$ cat src/rtl/hazard_scoreboard_if.sv
// Decode-side bundle between the D stage and the hazard scoreboard.
// The master drives the D instruction metadata and flush; the slave returns stall/forward/busy.
interface hazard_scoreboard_if #(
  parameter int NSTAGE = 3,
  parameter int NPORT  = 2,
  parameter int AW     = 5,
  parameter int TW     = 4
);
  localparam int LW = $clog2(NSTAGE + 1);

  logic                  d_valid;
  logic [NPORT*AW-1:0]   d_raddr;
  logic [NPORT-1:0]      d_ren;
  logic [NPORT*TW-1:0]   d_tuse;
  logic [AW-1:0]         d_waddr;
  logic                  d_wen;
  logic [TW-1:0]         d_tnew;
  logic                  d_md_op;
  logic                  d_md_start;
  logic                  d_md_div;
  logic                  d_eret;
  logic                  d_epc_wr;
  logic                  flush;

  logic                  stall;
  logic [NPORT*LW-1:0]   fwd_sel;
  logic                  md_busy;

  modport master (
    output d_valid, d_raddr, d_ren, d_tuse, d_waddr, d_wen, d_tnew,
           d_md_op, d_md_start, d_md_div, d_eret, d_epc_wr, flush,
    input  stall, fwd_sel, md_busy
  );

  modport slave (
    input  d_valid, d_raddr, d_ren, d_tuse, d_waddr, d_wen, d_tnew,
           d_md_op, d_md_start, d_md_div, d_eret, d_epc_wr, flush,
    output stall, fwd_sel, md_busy
  );
endinterface

$ cat src/rtl/hazard_scoreboard.sv
// Hazard and forwarding controller beside decode: a shift-register record of write-back
// metadata for stages 1..NSTAGE drives the decode stall, operand forwarding and HI/LO busy window.
module hazard_scoreboard #(
  parameter int NSTAGE  = 3,
  parameter int NPORT   = 2,
  parameter int AW      = 5,
  parameter int TW      = 4,
  parameter int MUL_LAT = 5,
  parameter int DIV_LAT = 10
) (
  input  logic              clk,
  input  logic              reset,
  hazard_scoreboard_if.slave bus
);

  localparam int LW     = $clog2(NSTAGE + 1);
  localparam int MD_MAX = (MUL_LAT > DIV_LAT) ? MUL_LAT : DIV_LAT;
  localparam int MW     = $clog2(MD_MAX + 1);

  typedef struct packed {
    logic          wen;
    logic [AW-1:0] addr;
    logic [TW-1:0] tnew;
    logic          epc;
  } entry_t;

  localparam entry_t EMPTY = '0;

  // Index 0 holds stage 1 (E); index NSTAGE-1 holds the oldest tracked stage.
  entry_t        entry_q [NSTAGE];
  entry_t        entry_d [NSTAGE];
  logic [MW-1:0] md_cnt_q, md_cnt_d;

  logic [AW-1:0] raddr [NPORT];
  logic [TW-1:0] tuse  [NPORT];

  logic                          data_haz;
  logic                          md_haz;
  logic                          epc_haz;
  logic                          stall;
  logic [NPORT-1:0][LW-1:0]      fwd;

  for (genvar p = 0; p < NPORT; p++) begin : g_port
    assign raddr[p] = bus.d_raddr[p*AW +: AW];
    assign tuse[p]  = bus.d_tuse[p*TW +: TW];
  end

  function automatic logic [TW-1:0] sat_dec(input logic [TW-1:0] t);
    return (t == '0) ? '0 : t - TW'(1);
  endfunction

  // Walking from the oldest stage to the youngest lets the youngest producer overwrite
  // the forward select, while any matching stage whose result is not yet ready raises the hazard.
  always_comb begin
    // NOTE: every combinational output gets a default first so no path leaves it unassigned (no latch).
    data_haz = 1'b0;
    fwd      = '0;
    for (int p = 0; p < NPORT; p++) begin
      for (int k = NSTAGE - 1; k >= 0; k--) begin
        if (bus.d_valid && bus.d_ren[p] && (raddr[p] != '0) &&
            entry_q[k].wen && (entry_q[k].addr == raddr[p])) begin
          fwd[p] = LW'(k + 1);
          if (tuse[p] < entry_q[k].tnew) data_haz = 1'b1;
        end
      end
    end
  end

  // An EPC write in the last tracked stage has committed, so only younger stages block eret.
  always_comb begin
    epc_haz = 1'b0;
    for (int k = 0; k < NSTAGE - 1; k++) begin
      if (entry_q[k].epc) epc_haz = 1'b1;
    end
    epc_haz = epc_haz && bus.d_valid && bus.d_eret;
  end

  assign md_haz      = bus.d_valid && bus.d_md_op && bus.md_busy;
  assign stall       = data_haz || md_haz || epc_haz;

  assign bus.stall   = stall;
  assign bus.fwd_sel = fwd;
  assign bus.md_busy = (md_cnt_q != '0);

  always_comb begin
    entry_d  = entry_q;
    md_cnt_d = md_cnt_q;

    if (bus.flush) begin
      for (int k = 0; k < NSTAGE; k++) entry_d[k] = EMPTY;
    end else begin
      for (int k = NSTAGE - 1; k > 0; k--) begin
        entry_d[k]      = entry_q[k-1];
        entry_d[k].tnew = sat_dec(entry_q[k-1].tnew);
      end
      // A stalled D instruction stays in D; stage 1 receives a bubble instead.
      if (bus.d_valid && !stall) begin
        entry_d[0] = '{wen: bus.d_wen, addr: bus.d_waddr, tnew: bus.d_tnew, epc: bus.d_epc_wr};
      end else begin
        entry_d[0] = EMPTY;
      end
    end

    // The countdown keeps running through a flush; only a fresh issue reloads it.
    if (bus.d_valid && bus.d_md_start && !stall && !bus.flush) begin
      md_cnt_d = bus.d_md_div ? MW'(DIV_LAT) : MW'(MUL_LAT);
    end else if (md_cnt_q != '0) begin
      md_cnt_d = md_cnt_q - MW'(1);
    end
  end

  always_ff @(posedge clk or posedge reset) begin
    if (reset) begin
      // NOTE: the scoreboard is a handful of control flops, not a RAM, so every entry is reset.
      for (int k = 0; k < NSTAGE; k++) entry_q[k] <= EMPTY;
      md_cnt_q <= '0;
    end else begin
      // NOTE: non-blocking assignments so every stage samples the pre-edge value of its neighbour.
      entry_q  <= entry_d;
      md_cnt_q <= md_cnt_d;
    end
  end

endmodule

$ cat src/flat_wrapper.sv
// flat-port wrapper written by rule: the top's interface ports become plain ports
module hazard_scoreboard_flat 
#(
  parameter int NSTAGE  = 3,
  parameter int NPORT   = 2,
  parameter int AW      = 5,
  parameter int TW      = 4,
  parameter int MUL_LAT = 5,
  parameter int DIV_LAT = 10
)
  (clk, reset, bus_d_valid, bus_d_raddr, bus_d_ren, bus_d_tuse, bus_d_waddr, bus_d_wen, bus_d_tnew, bus_d_md_op, bus_d_md_start, bus_d_md_div, bus_d_eret, bus_d_epc_wr, bus_flush, bus_stall, bus_fwd_sel, bus_md_busy);
  hazard_scoreboard_if #(.NSTAGE(NSTAGE), .NPORT(NPORT), .AW(AW), .TW(TW)) bus_i ();
  input  logic clk;
  input  logic reset;
  input wire logic [$bits(bus_i.d_valid)-1:0] bus_d_valid;
  input wire logic [$bits(bus_i.d_raddr)-1:0] bus_d_raddr;
  input wire logic [$bits(bus_i.d_ren)-1:0] bus_d_ren;
  input wire logic [$bits(bus_i.d_tuse)-1:0] bus_d_tuse;
  input wire logic [$bits(bus_i.d_waddr)-1:0] bus_d_waddr;
  input wire logic [$bits(bus_i.d_wen)-1:0] bus_d_wen;
  input wire logic [$bits(bus_i.d_tnew)-1:0] bus_d_tnew;
  input wire logic [$bits(bus_i.d_md_op)-1:0] bus_d_md_op;
  input wire logic [$bits(bus_i.d_md_start)-1:0] bus_d_md_start;
  input wire logic [$bits(bus_i.d_md_div)-1:0] bus_d_md_div;
  input wire logic [$bits(bus_i.d_eret)-1:0] bus_d_eret;
  input wire logic [$bits(bus_i.d_epc_wr)-1:0] bus_d_epc_wr;
  input wire logic [$bits(bus_i.flush)-1:0] bus_flush;
  output wire logic [$bits(bus_i.stall)-1:0] bus_stall;
  output wire logic [$bits(bus_i.fwd_sel)-1:0] bus_fwd_sel;
  output wire logic [$bits(bus_i.md_busy)-1:0] bus_md_busy;
  assign bus_i.d_valid = bus_d_valid;
  assign bus_i.d_raddr = bus_d_raddr;
  assign bus_i.d_ren = bus_d_ren;
  assign bus_i.d_tuse = bus_d_tuse;
  assign bus_i.d_waddr = bus_d_waddr;
  assign bus_i.d_wen = bus_d_wen;
  assign bus_i.d_tnew = bus_d_tnew;
  assign bus_i.d_md_op = bus_d_md_op;
  assign bus_i.d_md_start = bus_d_md_start;
  assign bus_i.d_md_div = bus_d_md_div;
  assign bus_i.d_eret = bus_d_eret;
  assign bus_i.d_epc_wr = bus_d_epc_wr;
  assign bus_i.flush = bus_flush;
  assign bus_stall = bus_i.stall;
  assign bus_fwd_sel = bus_i.fwd_sel;
  assign bus_md_busy = bus_i.md_busy;
  hazard_scoreboard #(.NSTAGE(NSTAGE), .NPORT(NPORT), .AW(AW), .TW(TW), .MUL_LAT(MUL_LAT), .DIV_LAT(DIV_LAT)) u_core (.clk(clk), .reset(reset), .bus(bus_i));
endmodule
$ cat config.mk
export PLATFORM = sky130hd
export DESIGN_NAME = hazard_scoreboard_flat
export DESIGN_NICKNAME = d
export VERILOG_FILES = /design/src/rtl/hazard_scoreboard_if.sv /design/src/rtl/hazard_scoreboard.sv /design/src/flat_wrapper.sv
export SDC_FILE = /design/constraint.sdc
export NUM_CORES = 1
export LEC_CHECK = 0
export BUFFER_PORTS_ARGS = -buffer_cell sky130_fd_sc_hd__buf_2
export CAP_MARGIN = 15
export CORE_AREA = 3 3 83 85
export CTS_CLUSTER_SIZE = 24
export DETAILED_ROUTE_END_ITERATION = 12
export DIE_AREA = 0 0 86 88
export PLACE_DENSITY = 0.64
export SYNTH_ARGS = -nofsm -noshare
export SYNTH_HDL_FRONTEND = slang
export SYNTH_SLANG_ARGS = --single-unit
export TNS_END_PERCENT = 50
$ cat constraint.sdc
create_clock -name clk -period 3.87 [get_ports clk]
set_input_delay 0.9675 -clock clk [delete_from_list [all_inputs] [get_ports clk]]
set_output_delay 0.9675 -clock clk [all_outputs]
set_load 0.005 [all_outputs]
==> results of run 1 <==
-- power groups by stage --
stage | clock network (W) | registers (W) | logic (W)
after CTS | 0.000280 | 0.000443 | 0.000271
final | 0.000269 | 0.000443 | 0.000264
after global placement | 0 | 0.000449 | 0.000256
after detailed placement | 0 | 0.000451 | 0.000270
after floorplan | 0 | 0.000443 | 0.000186
after global routing | 0.000300 | 0.000449 | 0.000303
-- registers in the layout (all words and copies together) (netlist names) --
register,cells
u_core.entry_q,32
u_core.md_cnt_q,4
-- layout make-up --
cell class	count	area share [%]
clock buffer	5	2.56
clock inverter	3	0.699
multi-input combinational	174	48.5
tap	77	3.59
timing repair buffer	46	8.76
inverter	17	2.38
sequential	36	33.5
-- cell usage after synthesis --
| cell type | instances |
|---|---|
| nand3_1 | 6 |
| or4_1 | 1 |
| o21ai_0 | 13 |
| a21o_1 | 1 |
| a211oi_1 | 3 |
| nand4_2 | 1 |
| nor2_1 | 17 |
| nor3_1 | 5 |
| a21oi_1 | 12 |
| buf_2 | 1 |
| clkbuf_1 | 3 |
| xor2_1 | 25 |
| nor4_1 | 10 |
| a41oi_1 | 1 |
| or2_2 | 1 |
| nor4_2 | 2 |
| o211ai_4 | 1 |
| ha_1 | 24 |
| and3_2 | 1 |
| mux2i_1 | 4 |
| a21boi_0 | 1 |
| or3_1 | 1 |
| and3_1 | 13 |
| nor2b_1 | 14 |
| or4_4 | 1 |
| inv_1 | 17 |
| nor4b_1 | 1 |
| xnor2_1 | 7 |
| a31o_2 | 1 |
| and2_2 | 1 |
| nand2_1 | 4 |
| dfrtp_1 | 36 |
| mux2_1 | 2 |
-- critical path, cell delays in order --
cell,delay (ns)
buf_2,0.13
or4_4,0.55
o211ai_4,0.23
nor4_2,0.08
nor4_2,0.32
and2_2,0.23
inv_1,0.05
buf_2,0.12
-- worst paths after layout --
kind	endpoint	slack, ns	startpoint	depth (start not counted)
max	bus_stall	0.21	bus_d_raddr[0]	8
min	u_core.entry_q[12]$_DFF_PP0_	0.42	u_core.entry_q[23]$_DFF_PP0_	1
max reg2reg	u_core.entry_q[22]$_DFF_PP0_	1.69	u_core.entry_q[29]$_DFF_PP0_	8
min reg2reg	u_core.entry_q[12]$_DFF_PP0_	0.42	u_core.entry_q[23]$_DFF_PP0_	1
max in group asynchronous	u_core.entry_q[7]$_DFF_PP0_	2.78	reset	3
min in group asynchronous	u_core.entry_q[32]$_DFF_PP0_	0.77	reset	3
-- stage by stage --
stage,cell area [µm²],total power (W),cells,hold slack (ns),setup slack (ns)
after global routing,2690,0.00105,358,0.453,0.0488
after global placement,2600,0.000705,350,0.413,0.207
after floorplan,2280,0.000629,231,0.401,0.425
after CTS,2690,0.000994,358,0.423,0.196
after detailed placement,2600,0.000720,350,0.411,0.207
final,2690,0.000976,358,0.420,0.214
-- kinds of logic after synthesis --
group                    Yosys count  synth area share [%]
adder cells (fa/ha/maj)           24                  13.2
AND/OR/NAND/NOR                   79                  20.1
XOR/XNOR                          32                  12.3
flip-flops                        36                  39.5
AO/OA/AOI/OAI                     33                  8.82
buffers and inverters             21                  3.51
multiplexers                       6                  2.74
-- cells in the final DEF, fill, tap and decap left out, drive strengths merged, types with 2 or more instances in the layout --
cell type / Yosys / layout
a21oi: 12 / 12
o21ai: 13 / 13
mux2i: 4 / 4
nor4: 12 / 12
xor2: 25 / 25
and3: 14 / 14
inv: 17 / 17
nor3: 5 / 5
buf: 1 / 46
mux2: 2 / 2
nand3: 6 / 6
dfrtp: 36 / 36
or4: 2 / 2
clkbuf: 3 / 5
nand2: 4 / 4
xnor2: 7 / 7
nor2: 17 / 17
clkinv: 0 / 3
a211oi: 3 / 3
ha: 24 / 24
nor2b: 14 / 14
-- layer usage --
| layer | up-vias | track usage (%) |
|---|---|---|
| met5 | - | 0 |
| met4 | 0 | 3.88 |
| met3 | 5 | 3.39 |
| met2 | 40 | 23.9 |
| met1 | 832 | 18.7 |
| li1 | 903 | - |
==> metrics.csv, run 1 <==
stage;metric;value;unit
clocking;root buf cell;clkbuf_8;
floorplanning;Rows;29;
grt;first-pass GRT wire length;8.37;mm
floorplanning;Die Ht;88;µm
power;Sw Share;32.1;%
layout;fillcell total;609;
clocking;Clk Latency, worst-skew pair;0.29;ns
floorplanning;Core Area;6280;µm²
route;Met3 Wirelength;290;µm
floorplanning;starting density of the core;36.4;%
route;vias per cell;4.97;
synth;post-synthesis cell area;2280;µm²
sta;final hold vios;0;
clocking;Post CTS Setup Buffer Count;0;
synth;Synth top area share;39.5;%
sta;Tightest Pin Transition;0.712;ns
layout;area growth from synthesis to layout;17.6;%
sta;RSZ-0062 raised after global routing;false;
synth;post-synth cell types;33;
floorplanning;die width;86;µm
synth;largest cells by area after synthesis;dfrtp_1 39%, ha_1 13%, xor2_1 9.6%;
synth;sequential share of the synthesized area;39.5;%
placement;hpwl dp;4.23;mm
grt;initial antenna violation count;0;
grt;via count of the first global-routing pass;1788;
clocking;post-CTS sizing;0;
route;drt total wl;5.12;mm
sta;Tmin final;3.66;ns
power;clock power share;27.6;%
clocking;Worst-path clk slew;0.07;ns
layout;area of the multi-input gates;1300;µm²
worst_hold_path;hold crit path type;flop to flop;
run_status;status;completed;
sta;period utilisation layout;94.5;%
clocking;H-tree depth;2;
critical_path;crit path launch type;primary input;
sta;final max-slew violation count;0;
critical_path;Worst Path Required;2.90;ns
layout;fraction of layout cells with a size suffix above 1;22.4;%
route;met2 WL;2.43;mm
critical_path;WP data arrival;2.69;ns
sta;Peak Freq;0.274;GHz
clocking;CTS sink cnt;36;
route;Routed WL per cell;14.3;µm
synth;Synth area leader;dfrtp_1;
layout;final core utilization;42.8;%
power;P_sw;0.000314;W
grt;GRT Resource Usage Total;14.3;%
sta;Slew HR;52.5;%
route;Metal-1 WL;2.34;mm
synth;Synth Register Bits;36;
clocking;CTS tree;done;
layout;Ant. Diodes;0;
power;combinational share of power;27.1;%
route;initial drt markers;74;
power;Pint;0.000663;W
sta;Setup Viol. Count Final;0;
floorplanning;Die Area;7570;µm²
route;drt pass-1 iters;4;
grt;grt ovf;0;
clocking;Num CTS Buffers;5;
route;vias;1780;
floorplanning;I/O pin cnt;45;
route;Residual DRC;0;
power;Leakage;1.39;nW
clocking;Post-CTS Hold Buffers;0;
synth;cell count after synthesis;231;
placement;IO Port Bufs;44;
sta;setup_tns;0;ns
route;max layer used;met4;
placement;RePlAce Congestion;0.807;
critical_path;Setup CP Type;primary input to output port;
layout;Final nets;343;
synth;syn avg cell area;9.89;µm²
layout;register area;901;µm²
synth;syn_nets;294;
power;power density over cell area;363;nW/µm²
power;Reg power frac;45.4;%
critical_path;CP endpoint kind;output port;
job;max cap viols;0;
grt;largest net degree at the start of global routing;37;
route;Final ANT Viol Nets;0;
sta;worst clock skew;0.00299;ns
power;Max IR drop VDD;0.179;mV
synth;Synth warnings;0;
critical_path;crit-path max FO;5;
clocking;Clock Tree Buf Depth;2;
Power figures use the tool's default switching activity.
==> run 2, diff against run 1 <==
--- a/config.mk
+++ b/config.mk
@@ -8,6 +8,7 @@
 export BUFFER_PORTS_ARGS = -buffer_cell sky130_fd_sc_hd__buf_2
 export CAP_MARGIN = 15
 export CORE_AREA = 3 3 83 85
+export CTS_BUF_LIST = sky130_fd_sc_hd__clkbuf_8
 export CTS_CLUSTER_SIZE = 24
 export DETAILED_ROUTE_END_ITERATION = 12
 export DIE_AREA = 0 0 86 88
==> constraint.sdc (replaced) <==
create_clock -name clk -period 4.2 [get_ports clk]
set_input_delay 1.05 -clock clk [delete_from_list [all_inputs] [get_ports clk]]
set_output_delay 1.05 -clock clk [all_outputs]
set_load 0.005 [all_outputs]
==> run 2 against run 1 <==
Sequential cell count did not move. Hold slack improved by 0.0074 ns. Non-clock buffer count fell by 1. Register-to-register slack improved by 0.32 ns.
==> metrics.csv, run 2 (synthesis results as in run 1) <==
stage;metric;value;unit;change
critical_path;Worst Path Required;3.15;ns;+0.25 ns
sta;Peak Freq;0.253;GHz;
placement;IO Port Bufs;44;;unchanged
route;vias per cell;4.90;;-1.5%
critical_path;CP endpoint kind;output port;;
job;max cap viols;0;;unchanged
critical_path;crit-path max FO;12;;+7
route;initial drt markers;57;;-23%
critical_path;crit-path cells;buf_2 -> or4_4 -> o211ai_4 -> nor4b_1 -> nor4_2 -> and2_2 -> inv_1 -> buf_2;;
clocking;CTS sink cnt;36;;unchanged
sta;final max-slew violation count;0;;unchanged
layout;Layout Cells excl Fill;357;;-0.28%
clocking;Worst-path clk slew;0.07;ns;about the same
route;Final ANT Viol Nets;0;;unchanged
grt;largest net degree at the start of global routing;37;;unchanged
critical_path;most used cell, CP;buf_2;;
critical_path;CP max-delay cell;or4_4;;
floorplanning;Die Ht;88;µm;unchanged
grt;grt ovf;0;;unchanged
floorplanning;Core Area;6280;µm²;unchanged
route;Residual DRC;0;;unchanged
layout;fraction of layout cells with a size suffix above 1;22.1;%;-0.28 points
layout;max reg flops;32;;unchanged
clocking;Num CTS Buffers;5;;unchanged
placement;placed cells;349;;-0.29%
layout;top flop regs;u_core.entry_q (32), u_core.md_cnt_q (4);;
route;vias;1749;;-1.7%
layout;Largest Register;u_core.entry_q;;
layout;final core utilization;43.1;%;+0.26 points
sta;Tmin final;3.95;ns;
critical_path;CP bufs+invs;3;;unchanged
placement;hpwl dp;4.23;mm;about the same
clocking;Post-CTS Hold Buffers;0;;unchanged
layout;most frequent cells in the layout;44 x buf_2, 36 x dfrtp_1, 25 x xor2_1;;
layout;Final nets;342;;-0.29%
route;drt total wl;5.16;mm;+0.74%
sta;final hold vios;0;;unchanged
route;drt pass-1 iters;4;;unchanged
power;Final Power;0.000955;W;-2.2%
floorplanning;die width;86;µm;unchanged
layout;Ant. Diodes;0;;unchanged
sta;Worst Slack Setup Final;0.248;ns;+0.0337 ns
critical_path;crit path launch type;primary input;;
run_status;status;completed;;
sta;setup_tns;0;ns;unchanged
route;Routed WL per cell;14.5;µm;+1.0%
floorplanning;I/O pin cnt;45;;unchanged
grt;initial antenna violation count;0;;unchanged
clocking;H-tree depth;2;;unchanged
sta;worst clock skew;0.00311;ns;+0.000119 ns
clocking;CTS tree;done;;
clocking;Clk Latency, worst-skew pair;0.29;ns;about the same
power;power density over cell area;353;nW/µm²;-2.8%
worst_hold_path;hold crit path type;flop to flop;;
critical_path;largest stage delay on the critical path;0.55;ns;about the same
critical_path;cell family with most CP delay;simple AND/OR/NAND/NOR gates;;
sta;Tightest Pin Transition;0.697;ns;-0.0145 ns
critical_path;WP data arrival;2.90;ns;+0.21 ns
sta;Slew HR;53.4;%;+0.97 points
placement;RePlAce Congestion;0.805;;-0.21%
clocking;Clock Tree Buf Depth;2;;unchanged
grt;GRT Resource Usage Total;14.4;%;+0.10 points
floorplanning;Rows;29;;unchanged
clocking;root buf cell;clkbuf_8;;
layout;area growth from synthesis to layout;18.4;%;
clocking;Post CTS Setup Buffer Count;0;;unchanged
grt;via count of the first global-routing pass;1738;;-2.8%
clocking;post-CTS sizing;0;;unchanged
critical_path;Setup CP Type;primary input to output port;;
power;Max IR drop VDD;0.162;mV;-9.6%
sta;period utilisation layout;94.1;%;
floorplanning;starting density of the core;36.4;%;unchanged
floorplanning;Die Area;7570;µm²;unchanged
placement;pre-CTS WS;0.268;ns;+0.0606 ns
layout;commonest non-fill, non-tap cell in the layout;buf_2;;
sta;Setup Viol. Count Final;0;;unchanged
power;Leakage;1.39;nW;+0.13%
sta;RSZ-0062 raised after global routing;false;;
grt;first-pass GRT wire length;8.42;mm;+0.59%
-- run 2: cell type report --
cell class / instances / area (µm²)
Clock buffer: 5 / 68.8
Clock inverter: 3 / 42.5
Fill cell: 635 / 3570
Inverter: 17 / 63.8
Multi-Input combinational cell: 174 / 1300
Sequential cell: 36 / 901
Tap cell: 77 / 96.3
Timing Repair Buffer: 45 / 228
-- run 2: worst paths after layout --
kind | start | to | slack, ns | depth (start not counted)
max | bus_d_raddr[0] | bus_stall | 0.25 | 8
min | u_core.entry_q[23]$_DFF_PP0_ | u_core.entry_q[12]$_DFF_PP0_ | 0.43 | 1
max reg2reg | u_core.entry_q[30]$_DFF_PP0_ | u_core.md_cnt_q[3]$_DFFE_PP0P_ | 2.01 | 7
min reg2reg | u_core.entry_q[23]$_DFF_PP0_ | u_core.entry_q[12]$_DFF_PP0_ | 0.43 | 1
max in group asynchronous | reset | u_core.entry_q[3]$_DFF_PP0_ | 3.05 | 3
min in group asynchronous | reset | u_core.entry_q[28]$_DFF_PP0_ | 0.85 | 3
-- run 2: per-layer routing --
| metal | global-route usage [%] | vias to the layer above | part of all wire (%) |
|---|---|---|---|
| met4 | 4.32 | 0 | 1.2 |
| met2 | 24.0 | 42 | 46 |
| met3 | 2.16 | 7 | 4.2 |
| li1 | - | 896 | - |
| met1 | 19.5 | 804 | 49 |
| met5 | 0 | - | 0 |
-- run 2: metrics by stage --
step | instance area [µm²] | hold slack, ns
6_report | 2700 | 0.427
5_1_grt | 2700 | 0.452
4_1_cts | 2700 | 0.429
3_5_place_dp | 2590 | 0.419
3_3_place_gp | 2590 | 0.416
2_1_floorplan | 2280 | 0.401
-- run 2: report_power, final --
part / switching (W) / internal [W]
Clock: 0.000134 / 0.000176
Sequential: 0.0000246 / 0.000382
Combinational: 0.000127 / 0.000111
Total: 0.000286 / 0.000669
==> run 3, diff against run 2 <==
==> constraint.sdc (replaced) <==
create_clock -name clk -period 4.2 [get_ports clk]
set_input_delay 1.05 -clock clk [delete_from_list [all_inputs] [get_ports clk]]
set_output_delay 1.05 -clock clk [all_outputs]
set_load 0.02 [all_outputs]
==> run 3 against run 2 <==
Critical path depth up 1. Final cell count up 0.28%. Wire length rose by 0.17%. Clock skew grew 0.0073 ns. Hold slack lost 0.0011 ns. Global-route usage about the same. Sequential share of layout area increased by 0.20 points. Via count rose by 0.80%. Register-to-register slack is essentially flat. Clock-buffer cell count stayed put. First-iteration DRC count increased by 86%. Critical endpoint unchanged.
==> metrics.csv, run 3 (synthesis results as in run 1) <==
stage;metric;value;unit;change
run_status;status;completed;;
critical_path;R2R setup slack;2.02;ns;about the same
placement;IO Port Bufs;44;;unchanged
critical_path;CP bufs+invs;3;;unchanged
sta;Peak Freq;0.257;GHz;+1.4%
route;vias per cell;4.92;;+0.52%
floorplanning;Rows;29;;unchanged
layout;fillcell total;626;;-1.4%
critical_path;crit path launch type;primary input;;
sta;Tightest Pin Transition;0.721;ns;+0.0238 ns
critical_path;Worst Path Required;3.15;ns;about the same
clocking;Worst-path clk slew;0.07;ns;about the same
sta;Slew HR;51.8;%;-1.6 points
layout;Ant. Diodes;0;;unchanged
placement;RePlAce Congestion;0.807;;+0.24%
placement;pre-CTS WS;0.327;ns;+0.0595 ns
sta;Tmin final;3.90;ns;-0.0550 ns
layout;area growth from synthesis to layout;17.6;%;
clocking;root buf cell;clkbuf_8;;
floorplanning;starting density of the core;36.4;%;unchanged
clocking;Post CTS Setup Buffer Count;0;;unchanged
critical_path;WP data arrival;2.85;ns;-0.05 ns
grt;GRT Resource Usage Total;14.4;%;-0.037 points
clocking;CTS sink cnt;36;;unchanged
route;Final ANT Viol Nets;0;;unchanged
power;power density over cell area;335;nW/µm²;-5.2%
critical_path;CP endpoint kind;output port;;
clocking;Num CTS Buffers;5;;unchanged
clocking;post-CTS sizing;0;;unchanged
critical_path;crit-path cells;buf_2 -> or4_1 -> nor2_1 -> or2_2 -> nor4_1 -> a211oi_1 -> and2_2 -> inv_1 -> buf_2;;
layout;Final nets;343;;+0.29%
power;Final Power;0.000899;W;-5.8%
critical_path;most used cell, CP;buf_2;;
grt;grt ovf;0;;unchanged
layout;Largest Register;u_core.entry_q;;
grt;via count of the first global-routing pass;1753;;+0.86%
route;drt pass-1 iters;4;;unchanged
clocking;Clock Tree Buf Depth;2;;unchanged
grt;met3 Use GR;2.63;%;+0.47 points
clocking;CTS tree;done;;
critical_path;Setup CP Type;primary input to output port;;
clocking;Clk Latency, worst-skew pair;0.29;ns;about the same
sta;period utilisation layout;92.8;%;-1.3 points
worst_hold_path;hold crit path type;flop to flop;;
sta;WHS;0.426;ns;-0.00114 ns
floorplanning;Core Area;6280;µm²;unchanged
sta;Setup Viol. Count Final;0;;unchanged
floorplanning;die width;86;µm;unchanged
route;drt total wl;5.17;mm;+0.17%
clocking;Post-CTS Hold Buffers;0;;unchanged
route;initial drt markers;106;;+86%
route;Residual DRC;0;;unchanged
grt;GR peak layer;met2;;
critical_path;cell family with most CP delay;simple AND/OR/NAND/NOR gates;;
sta;worst clock skew;0.0104;ns;+0.00732 ns
floorplanning;Die Ht;88;µm;unchanged
sta;final max-slew violation count;0;;unchanged
grt;initial antenna violation count;0;;unchanged
layout;top flop regs;u_core.entry_q (32), u_core.md_cnt_q (4);;
clocking;H-tree depth;2;;unchanged
floorplanning;I/O pin cnt;45;;unchanged
route;vias;1763;;+0.80%
critical_path;crit-path max FO;4;;-8
critical_path;CP max-delay cell;or4_1;;
grt;met1 usage in global routing;20.2;%;+0.77 points
critical_path;largest stage delay on the critical path;0.54;ns;about the same
sta;final hold vios;0;;unchanged
layout;max reg flops;32;;unchanged
layout;commonest non-fill, non-tap cell in the layout;buf_2;;
job;max cap viols;0;;unchanged
grt;first-pass GRT wire length;8.51;mm;+1.1%
sta;Worst Slack Setup Final;0.303;ns;+0.0550 ns
placement;hpwl dp;4.21;mm;-0.42%
grt;largest net degree at the start of global routing;37;;unchanged
grt;met2 GRT Util;23.5;%;-0.56 points
layout;fraction of layout cells with a size suffix above 1;22.4;%;+0.28 points
route;Routed WL per cell;14.4;µm;-0.11%
power;Leakage;1.39;nW;-0.13%
layout;most frequent cells in the layout;44 x buf_2, 36 x dfrtp_1, 25 x xor2_1;;
power;Max IR drop VDD;0.221;mV;+36%
sta;RSZ-0062 raised after global routing;false;;
sta;setup_tns;0;ns;unchanged
floorplanning;Die Area;7570;µm²;unchanged
run 3: cell types whose count changed in the layout (fill, tap and decap cells not counted), sizes merged:
cell	previous run	this run
clkinv	1	3
bufinv	1	0
clkinvlp	1	0
buf	45	46
run 3: report_power, final:
group          leakage, nW  total, W  internal [W]  switching, W
Sequential           0.484  0.000408      0.000382     0.0000253
Combinational        0.855  0.000245      0.000112      0.000133
Clock               0.0479  0.000247      0.000116      0.000131
Total                 1.39  0.000899      0.000610      0.000289
run 3: final cells by class:
class | count | area, µm² | area share, %
multi-input combinational | 174 | 1300 | 48.5
sequential | 36 | 901 | 33.5
timing repair buffer | 46 | 235 | 8.76
tap | 77 | 96.3 | 3.59
clock buffer | 5 | 68.8 | 2.56
inverter | 17 | 63.8 | 2.38
clock inverter | 3 | 18.8 | 0.699
run 3: layer usage:
layer	vias to the layer above	part of all wire, %
met3	4	3.2
li1	898	-
met2	30	45
met5	-	0
met1	831	51
met4	0	0.70
run 3: per-stage QoR:
step                cell area (µm²)  utilization [%]  cells
floorplan                      2280                -    231
global placement               2600             41.4    350
detailed placement             2600             41.4    350
CTS                            2690             42.8    358
global route                   2690             42.8    358
finish                         2690             42.8    358
run 3: final timing paths:
| kind | startpoint | depth (start not counted) | end |
|---|---|---|---|
| max in group asynchronous | reset | 3 | u_core.entry_q[11]$_DFF_PP0_ |
| min in group asynchronous | reset | 3 | u_core.entry_q[22]$_DFF_PP0_ |
| worst min register to register | u_core.entry_q[23]$_DFF_PP0_ | 1 | u_core.entry_q[12]$_DFF_PP0_ |
| worst max register to register | u_core.entry_q[29]$_DFF_PP0_ | 8 | u_core.entry_q[30]$_DFF_PP0_ |
| worst min-delay path | u_core.entry_q[23]$_DFF_PP0_ | 1 | u_core.entry_q[12]$_DFF_PP0_ |
| worst max-delay path | bus_d_raddr[5] | 9 | bus_stall |
run 3: worst register-to-register path, delay by kind of cell (launching register included):
| kind | cells | cell delay (ns) |
|---|---|---|
| buffers and inverters | 1 | 0.16 |
| XOR/XNOR | 1 | 0.17 |
| AND/OR/NAND/NOR | 6 | 1.30 |
| flip-flops | 1 | 0.44 |
